<file path="src/rtl/matmul_sequencer_pkg.sv">
// Shared configuration for the matmul job sequencer: array geometry, buffer shapes,
// the drain watchdog limit and the sequencer state encoding.
package Config;

    localparam int sys_rows      = 3;
    localparam int sys_cols      = 3;
    localparam int W_BITWIDTH    = 8;
    localparam int A_rows        = 4;
    localparam int A_cols        = 3;
    localparam int INSTR_SIZE    = 2;
    localparam int DRAIN_TIMEOUT = 256;

    localparam int W_ADDR_W = $clog2(sys_rows);
    localparam int A_ADDR_W = $clog2(A_rows);
    localparam int CNT_W    = $clog2(A_rows + 1);
    localparam int WD_W     = $clog2(DRAIN_TIMEOUT + 1);

    typedef enum logic [3:0] {
        IDLE,
        LOAD_W,
        GAP_W,
        LOAD_A,
        GAP_A,
        ISSUE,
        START,
        DRAIN,
        DONE
    } seq_state_t;

endpackage

</file>
<file path="src/rtl/matmul_sequencer_drain_tracker.sv">
// Per-column result counters for the drain phase; reports completion one cycle
// early (including this cycle's strobes) and flags strobes on already-full columns.
module col_drain_tracker
    import Config::*;
(
    input  logic                clk,
    input  logic                rst,
    input  logic                clear,
    input  logic                enable,
    input  logic [sys_cols-1:0] read_out,
    output logic                all_done_next,
    output logic                overflow
);

    localparam logic [CNT_W-1:0] TARGET = CNT_W'(A_rows);

    logic [CNT_W-1:0]    cnt [sys_cols];
    logic [sys_cols-1:0] col_full;
    logic [sys_cols-1:0] col_full_next;
    logic [sys_cols-1:0] col_ovf;

    always_comb begin
        col_full      = '0;
        col_full_next = '0;
        col_ovf       = '0;
        for (int j = 0; j < sys_cols; j++) begin
            col_full[j]      = (cnt[j] == TARGET);
            col_full_next[j] = col_full[j] || ((cnt[j] == TARGET - CNT_W'(1)) && read_out[j]);
            col_ovf[j]       = col_full[j] && read_out[j];
        end
    end

    assign all_done_next = &col_full_next;
    assign overflow      = enable && (|col_ovf);

    // Full columns hold their count: surplus strobes only raise overflow.
    always_ff @(posedge clk) begin
        for (int j = 0; j < sys_cols; j++) begin
            if (!rst || clear)
                cnt[j] <= '0;
            else if (enable && read_out[j] && !col_full[j])
                cnt[j] <= cnt[j] + CNT_W'(1);
        end
    end

endmodule

</file>
<file path="src/rtl/matmul_sequencer.sv">
// Job sequencer: streams weights then activations from their buffers into the array,
// issues the opcode, pulses start and waits for every column to drain its results.
module matmul_sequencer
    import Config::*;
(
    input  logic                                  clk,
    input  logic                                  rst,
    input  logic                                  job_valid,
    output logic                                  job_ready,
    input  logic [INSTR_SIZE-1:0]                 job_instr,
    output logic                                  w_rd_en,
    output logic [W_ADDR_W-1:0]                   w_rd_addr,
    input  logic [sys_cols-1:0][W_BITWIDTH-1:0]   w_rd_data,
    output logic                                  a_rd_en,
    output logic [A_ADDR_W-1:0]                   a_rd_addr,
    input  logic [A_cols-1:0][W_BITWIDTH-1:0]     a_rd_data,
    output logic [sys_cols-1:0]                   w_valid,
    output logic [sys_cols-1:0][W_BITWIDTH-1:0]   wdata,
    output logic [sys_cols-1:0]                   if_valid,
    output logic [sys_cols-1:0][W_BITWIDTH-1:0]   if_data,
    output logic                                  instr_valid,
    output logic [INSTR_SIZE-1:0]                 instr,
    output logic                                  start,
    input  logic [sys_cols-1:0]                   read_out,
    output logic                                  busy,
    output logic                                  job_done,
    output logic                                  err
);

    localparam logic [A_ADDR_W-1:0] A_LAST = A_ADDR_W'(A_rows - 1);
    localparam logic [WD_W-1:0]     WD_MAX = WD_W'(DRAIN_TIMEOUT - 1);

    seq_state_t            state;
    logic [INSTR_SIZE-1:0] instr_q;
    logic                  err_bit;
    logic [WD_W-1:0]       wd_cnt;
    logic                  all_done_next;
    logic                  overflow;
    logic                  err_next;
    logic                  wd_hit;

    col_drain_tracker u_tracker (
        .clk          (clk),
        .rst          (rst),
        .clear        (state == START),
        .enable       (state == DRAIN),
        .read_out     (read_out),
        .all_done_next(all_done_next),
        .overflow     (overflow)
    );

    assign err_next = err_bit || overflow;
    assign wd_hit   = (read_out == '0) && (wd_cnt == WD_MAX);

    // Buffer data is only forwarded on valid cycles so stale reads never leak out.
    for (genvar j = 0; j < sys_cols; j++) begin : g_col
        assign wdata[j] = w_valid[j] ? w_rd_data[j] : '0;
        if (j < A_cols) begin : g_act
            assign if_data[j] = if_valid[j] ? a_rd_data[j] : '0;
        end else begin : g_pad
            assign if_data[j] = '0;
        end
    end

    always_ff @(posedge clk) begin
        if (!rst) begin
            state       <= IDLE;
            job_ready   <= 1'b1;
            busy        <= 1'b0;
            w_rd_en     <= 1'b0;
            w_rd_addr   <= '0;
            a_rd_en     <= 1'b0;
            a_rd_addr   <= '0;
            w_valid     <= '0;
            if_valid    <= '0;
            instr_valid <= 1'b0;
            instr       <= '0;
            start       <= 1'b0;
            job_done    <= 1'b0;
            err         <= 1'b0;
            instr_q     <= '0;
            err_bit     <= 1'b0;
            wd_cnt      <= '0;
        end else begin
            // Valids trail the read enables by the buffers' one-cycle latency.
            w_valid     <= {sys_cols{w_rd_en}};
            if_valid    <= {sys_cols{a_rd_en}};
            instr_valid <= 1'b0;
            instr       <= '0;
            start       <= 1'b0;
            job_done    <= 1'b0;
            err         <= 1'b0;
            case (state)
                IDLE: begin
                    if (job_valid && job_ready) begin
                        instr_q   <= job_instr;
                        err_bit   <= 1'b0;
                        job_ready <= 1'b0;
                        busy      <= 1'b1;
                        w_rd_en   <= 1'b1;
                        w_rd_addr <= W_ADDR_W'(sys_rows - 1);
                        state     <= LOAD_W;
                    end
                end
                LOAD_W: begin
                    if (w_rd_en) begin
                        if (w_rd_addr == '0)
                            w_rd_en <= 1'b0;
                        else
                            w_rd_addr <= w_rd_addr - W_ADDR_W'(1);
                    end else begin
                        a_rd_en   <= 1'b1;
                        a_rd_addr <= '0;
                        state     <= GAP_W;
                    end
                end
                GAP_W, LOAD_A: begin
                    if (a_rd_en) begin
                        if (a_rd_addr == A_LAST) begin
                            a_rd_en   <= 1'b0;
                            a_rd_addr <= '0;
                        end else begin
                            a_rd_addr <= a_rd_addr + A_ADDR_W'(1);
                        end
                    end
                    if (state == GAP_W)
                        state <= LOAD_A;
                    else if (!a_rd_en)
                        state <= GAP_A;
                end
                GAP_A: begin
                    instr_valid <= 1'b1;
                    instr       <= instr_q;
                    state       <= ISSUE;
                end
                ISSUE: begin
                    start <= 1'b1;
                    state <= START;
                end
                START: begin
                    wd_cnt <= '0;
                    state  <= DRAIN;
                end
                DRAIN: begin
                    err_bit <= err_next;
                    if (read_out != '0)
                        wd_cnt <= '0;
                    else
                        wd_cnt <= wd_cnt + WD_W'(1);
                    if (all_done_next || wd_hit) begin
                        err_bit  <= err_next || wd_hit;
                        err      <= err_next || wd_hit;
                        job_done <= 1'b1;
                        state    <= DONE;
                    end
                end
                DONE: begin
                    job_ready <= 1'b1;
                    busy      <= 1'b0;
                    state     <= IDLE;
                end
                default: state <= IDLE;
            endcase
        end
    end

endmodule

</file>
<file path="config.mk">
export PLATFORM = sky130hd
export DESIGN_NAME = matmul_sequencer
export DESIGN_NICKNAME = d
export VERILOG_FILES = /design/src/rtl/matmul_sequencer_pkg.sv /design/src/rtl/matmul_sequencer_drain_tracker.sv /design/src/rtl/matmul_sequencer.sv
export SDC_FILE = /design/constraint.sdc
export NUM_CORES = 1
export LEC_CHECK = 0
export ABC_AREA = 1
export CAP_MARGIN = 30
export CORE_MARGIN = 2
export CORE_UTILIZATION = 44
export DETAILED_ROUTE_END_ITERATION = 16
export GPL_TIMING_DRIVEN = 0
export MAX_ROUTING_LAYER = met4
export PLACE_DENSITY = 0.85
export SETUP_SLACK_MARGIN = 0.1
export SLEW_MARGIN = 20
export SYNTH_ARGS = -nofsm -noshare
export SYNTH_HDL_FRONTEND = slang
export SYNTH_SLANG_ARGS = --single-unit
export TNS_END_PERCENT = 1
</file>
<file path="constraint.sdc">
create_clock -name clk -period 2.75 [get_ports clk]
set_input_delay 0.275 -clock clk [delete_from_list [all_inputs] [get_ports clk]]
set_output_delay 0.275 -clock clk [all_outputs]
set_load 0.01 [all_outputs]
</file>
# After elaboration in Yosys (flattened, before gate mapping)
# Memories as Yosys holds them, arrays and structs flattened.
# Index checks and enable logic that the tools add are counted.
# op_classes
reduce_logical,49
bitwise,3
n_eq_ne,23
mux,52
add_sub_neg,6
# ops
operator,count
$mux W8,6
$pmux W4 S7,1
$mux W1,22
$mux W4,5
$pmux W9 S2,1
$eq A4 B3 Y1 const B,4
$logic_and A1 B1 Y1,15
$reduce_and A2 Y1,7
$mux W2,6
$ne A2 B2 Y1 const B,6
$pmux W1 S2,5
$reduce_bool A2 Y1,5
$add A3 B1 Y3 const B,3
$add A9 B1 Y9 const B,1
$eq A3 B2 Y1 const B,3
$eq A3 B3 Y1 const B,3
$eq A9 B8 Y1 const B,1
$mux W3,3
$mux W9,1
$reduce_and A3 Y1,3
$eq A4 B2 Y1 const B,2
$pmux W2 S2,2
$reduce_and A4 Y1,2
$logic_or A1 B1 Y1,7
14 further kinds,19
# totals
inputBits,56
reg_bits,32
output_inout_bits,68
n_memories,1
mem_bits_rw,9
wordCells,151
# memory_table
memory,depth,word_bits,read_ports,rd_ports_with_merged_regs,write_ports,line_no,rtl
u_tracker.cnt,3,3,3,0,3,matmul_sequencer_drain_tracker.sv:17,logic [CNT_W-1:0] cnt [sys_cols];

# Logic depth before layout (Yosys ltp)
# depth
depth_word,8
mapped_depth,12
depth_no_buf,12

# By module
# Synthesis repeated with hierarchy kept, for this count alone.
# unflattened
hier_cells,378
area_unflattened_um2,2449.8
# by_module_without_submodules
module,cells_per_inst,instances,area_each_um2,seq_area_each_um2
matmul_sequencer,306,1,1831.8,640.6
col_drain_tracker,72,1,618.1,270.3

# Worst setup path after synthesis
# No wires, ideal clock.
# synth_path
path_kind,flip-flop to flip-flop
from,register wd_cnt[1]
to,register state[1]
arrival_time_ps,1576
required_time_ps,2641
n_path_buf,0
slack_ps,1065
period_less_slack_ps,1685
setup_time_ps,109
path_stages_with_launch,12
cell_sequence,dfxtp_1 > ha_1 > nand3_1 > nor2_1 > nand3_1 > nor2_1 > ha_1 > nand4_1 > nand3_4 > o211ai_1 > nand2_1 > inv_1
# synth_via
elab_chain_len,5
# synth_rtl
element,line_no,rtl
"start, declared",matmul_sequencer.sv:36,logic [WD_W-1:0] wd_cnt;
"start signal, assigned",matmul_sequencer.sv:149,wd_cnt <= wd_cnt + WD_W'(1);
$eq A9 B8 Y1,matmul_sequencer.sv:53,assign wd_hit = (read_out == '0) && (wd_cnt == WD_MAX);
$logic_and A1 B1 Y1,matmul_sequencer.sv:53,
$logic_or A1 B1 Y1,matmul_sequencer.sv:150,if (all_done_next || wd_hit) begin
$ne A2 B2 Y1 (no source line),n/a,
$reduce_and A4 Y1 (no source line),n/a,
"end signal, assigned",matmul_sequencer.sv:154,state <= DONE;
"end signal, assigned",matmul_sequencer.sv:160,state <= IDLE;
"end signal, assigned",matmul_sequencer.sv:162,default: state <= IDLE;
"end, declared",matmul_sequencer.sv:33,seq_state_t state;
# No other way between the ends.
# A chain may end at the register's enable or synchronous reset.

==> impl_metrics.yaml <==
run_status:
  outcome: "finished clean"
sta:
  fin_crit_sh: 0.7778
  fmax_mhz: 467.5
  maxSlewViolCount: 0
  hold_viol: 0
  post-route-min-period_ps: 2139
  rsz0062_at_grt: "false"
  worst_pin_slew_ps: 496.3
  slew-limit-headroom: 0.6663
  setup_tns_ps: 0
  skew_ps: 7.150
  setup_viol: 0
drt:
  num_vias: 2649
  dr.pass1.iters: 4
  drt_iter0_markers: 143
  drcViolationCount: 0
  routed_wl_um: 6701
  ant_nets: 0
  drt-vias-per-instance: 4.656
  wl_per_cell_um: 11.78
final_layout:
  layoutNonFillerInstCount: 569
  diodes: 0
  final_layout_size_suffix_gt1_frac: 0.07042
  syn_to_final_growth_pct: 56.34
  final_nets: 565
  fin_util: 0.7125
grt:
  grt_pass1_wl_um: 10870
  grt_start_max_net_pins: 13
  track_usage: 0.2202
  grt_pass1_vias: 2446
  grt_overflow: 0
  grt_antenna_before_repair: 0
synthesis:
  synth-compound-area-share: 0.08771
  syn-cell-area_um2: 2525
  syn_avg_cell_area_um2: 6.880
  syn_inst: 367
  ys.warnings.count: 0
  syn_nets: 436
  ys_types: 34
  synth_fa_ha_area_frac: 0.06442
  synth_top_family_by_area: "simple AND/OR/NAND/NOR gates"
  synth-seq-cells: 41
  synth_xor_area_frac: 0
  synthMuxAreaShare: 0
  synth-simple-area-share: 0.3077
  ys_seq_area_frac: 0.3608
critical_path:
  endpoint_kind: "primary output"
  worstPathCellList: "clkbuf_1, nand2_1, inv_1, clkdlybuf4s50_1"
  critPathMaxFanout: 10
  slowest_delay_ps: 530
  crit_type: "register to primary output"
  start_kind: "register"
  worstPathArrival_ps: 1860
  cp_num_buf_inv: 3
  critPathSlowestCell: "clkdlybuf4s50_1"
  path_delay_family: "buffers and inverters"
  critical_path_required_ps: 2480
clock_tree:
  clockBufferDepth: 2
  path_clk_slew_ps: 80
  cts.sinks: 41
  cts_root_buf: "clkbuf_8"
  numCtsBuffers: 5
  ctsHoldBuffers: 0
  cts_setup_buffers: 0
  clock_latency_ps: 310
  htree_levels: 2
  cts_tree: "done"
  cts_resized: 0
power:
  p_leak_nw: 2.012
  ir_drop_v: 0.0003182
  power_density_nw_per_um2: 549.3
hold_path:
  hp-class: "primary input to register"
floorplan:
  core_um2: 5540
  die_w_um: 79.75
  die_h_um: 79.75
  dieArea_um2: 6360
  ios: 124
  start_util: 0.4557
  rows: 27
placement:
  dpl.cell_count: 561
  io_buffers: 122
  gp_congestion: 0.9260
  hpwl_um: 5462
flow_run:
  maxCapViolations: 0
==> final timing paths <==
check                    from  cells past startpoint            to  slack (ps)
setup / recovery  if_valid[0]                      4    if_data[1]         610
hold / removal            rst                      3  w_rd_addr[0]         310
setup reg to reg    wd_cnt[1]                     12      state[2]         740
hold reg to reg    instr_q[1]                      2      instr[1]         460
==> Yosys cell counts (all sizes together) <==
master / instances / area [µm²]
a21oi: 16 / 83.83
a22oi: 1 / 7.510
a31oi: 3 / 33.78
buf: 7 / 53.80
clkbuf: 5 / 18.77
clkinv: 1 / 16.27
dfxtp: 32 / 640.6
edfxtp: 9 / 270.3
ha: 13 / 162.7
inv: 97 / 364.1
nand2: 106 / 419.2
nand3: 18 / 102.6
nand3b: 1 / 11.26
nand4: 7 / 58.81
nor2: 27 / 148.9
nor3: 6 / 30.03
o211ai: 1 / 7.510
o21ai: 12 / 60.06
o22ai: 1 / 6.260
o31ai: 3 / 22.52
or2: 1 / 6.260
==> cells in the final DEF (no fill, tap or decap), drive strengths merged <==
cell type      count
a21oi             16
a22oi              1
a31oi              3
buf                7
clkbuf            13
clkdlybuf4s50    122
clkinv             1
dfxtp             32
edfxtp             9
ha                13
inv               97
nand2            106
nand3             18
nand3b             1
nand4              7
nor2              27
nor3               6
o211ai             1
o21ai             12
o22ai              1
o31ai              3
or2                1
==> cell families (layout without fill, tap and decap cells) <==
kind of cell    after synthesis  after routing
compound gates               37             37
buf+inv                     110            240
fa+ha+maj                    13             13
simple gates                166            166
flops                        41             41
==> worst reg2reg max path, delay by kind of cell (launching register included) <==
family / cells / cell delay (ps)
buffers and inverters: 1 / 40
AND/OR/NAND/NOR: 9 / 1200
flip-flops: 1 / 380
adder cells (fa/ha/maj): 2 / 360
==> per-stage QoR <==
step                      hold WS (ps)  power [mW]  cell area (µm²)  worst slack [ps]
after floorplan                  423.7       1.278             2525              1065
after global placement           440.8       1.683             3836             864.3
after detailed placement         449.2       1.706             3836             806.0
after CTS                        308.2       2.181             3948             587.9
after global routing             318.4       2.309             3948             458.9
final                            311.6       2.169             3948             611.0
==> layer usage <==
| metal | vias up | GRT usage | wire, µm |
|---|---|---|---|
| met4 | 0 | 0.09831 | 160 |
| met3 | 16 | 0.06448 | 585 |
| li1 | 1360 | - | - |
| met2 | 92 | 0.4042 | 3479 |
| met5 | - | - | 0 |
| met1 | 1181 | 0.2137 | 2475 |
==> area by class of cell <==
class / count / area (µm²)
Tap cell: 72 / 90.09
Timing Repair Buffer: 122 / 1221
Inverter: 98 / 380.4
Buffer: 12 / 72.57
Sequential cell: 41 / 910.9
Clock buffer: 8 / 111.4
Fill cell: 438 / 1593
Multi-Input combinational cell: 216 / 1161
==> power by group <==
| part | internal [mW] | switching, mW |
|---|---|---|
| combinational | 0.452 | 0.464 |
| clock | 0.259 | 0.218 |
| sequential | 0.700 | 0.0757 |
==> sequential cells by signal, summed over array words and instances (netlist names) <==
| name | flops |
|---|---|
| err | 1 |
| w_valid | 1 |
| instr_q | 2 |
| wd_cnt | 9 |
| state | 4 |
| job_done | 1 |
| w_rd_addr | 2 |
| a_rd_addr | 2 |
| u_tracker.cnt | 9 |
| instr_valid | 1 |
| start | 1 |
| instr | 2 |
| if_valid | 1 |
| err_bit | 1 |
| a_rd_en | 1 |
| w_rd_en | 1 |
| busy | 1 |
| job_ready | 1 |
Note: power is estimated with default switching activity, not from simulation.
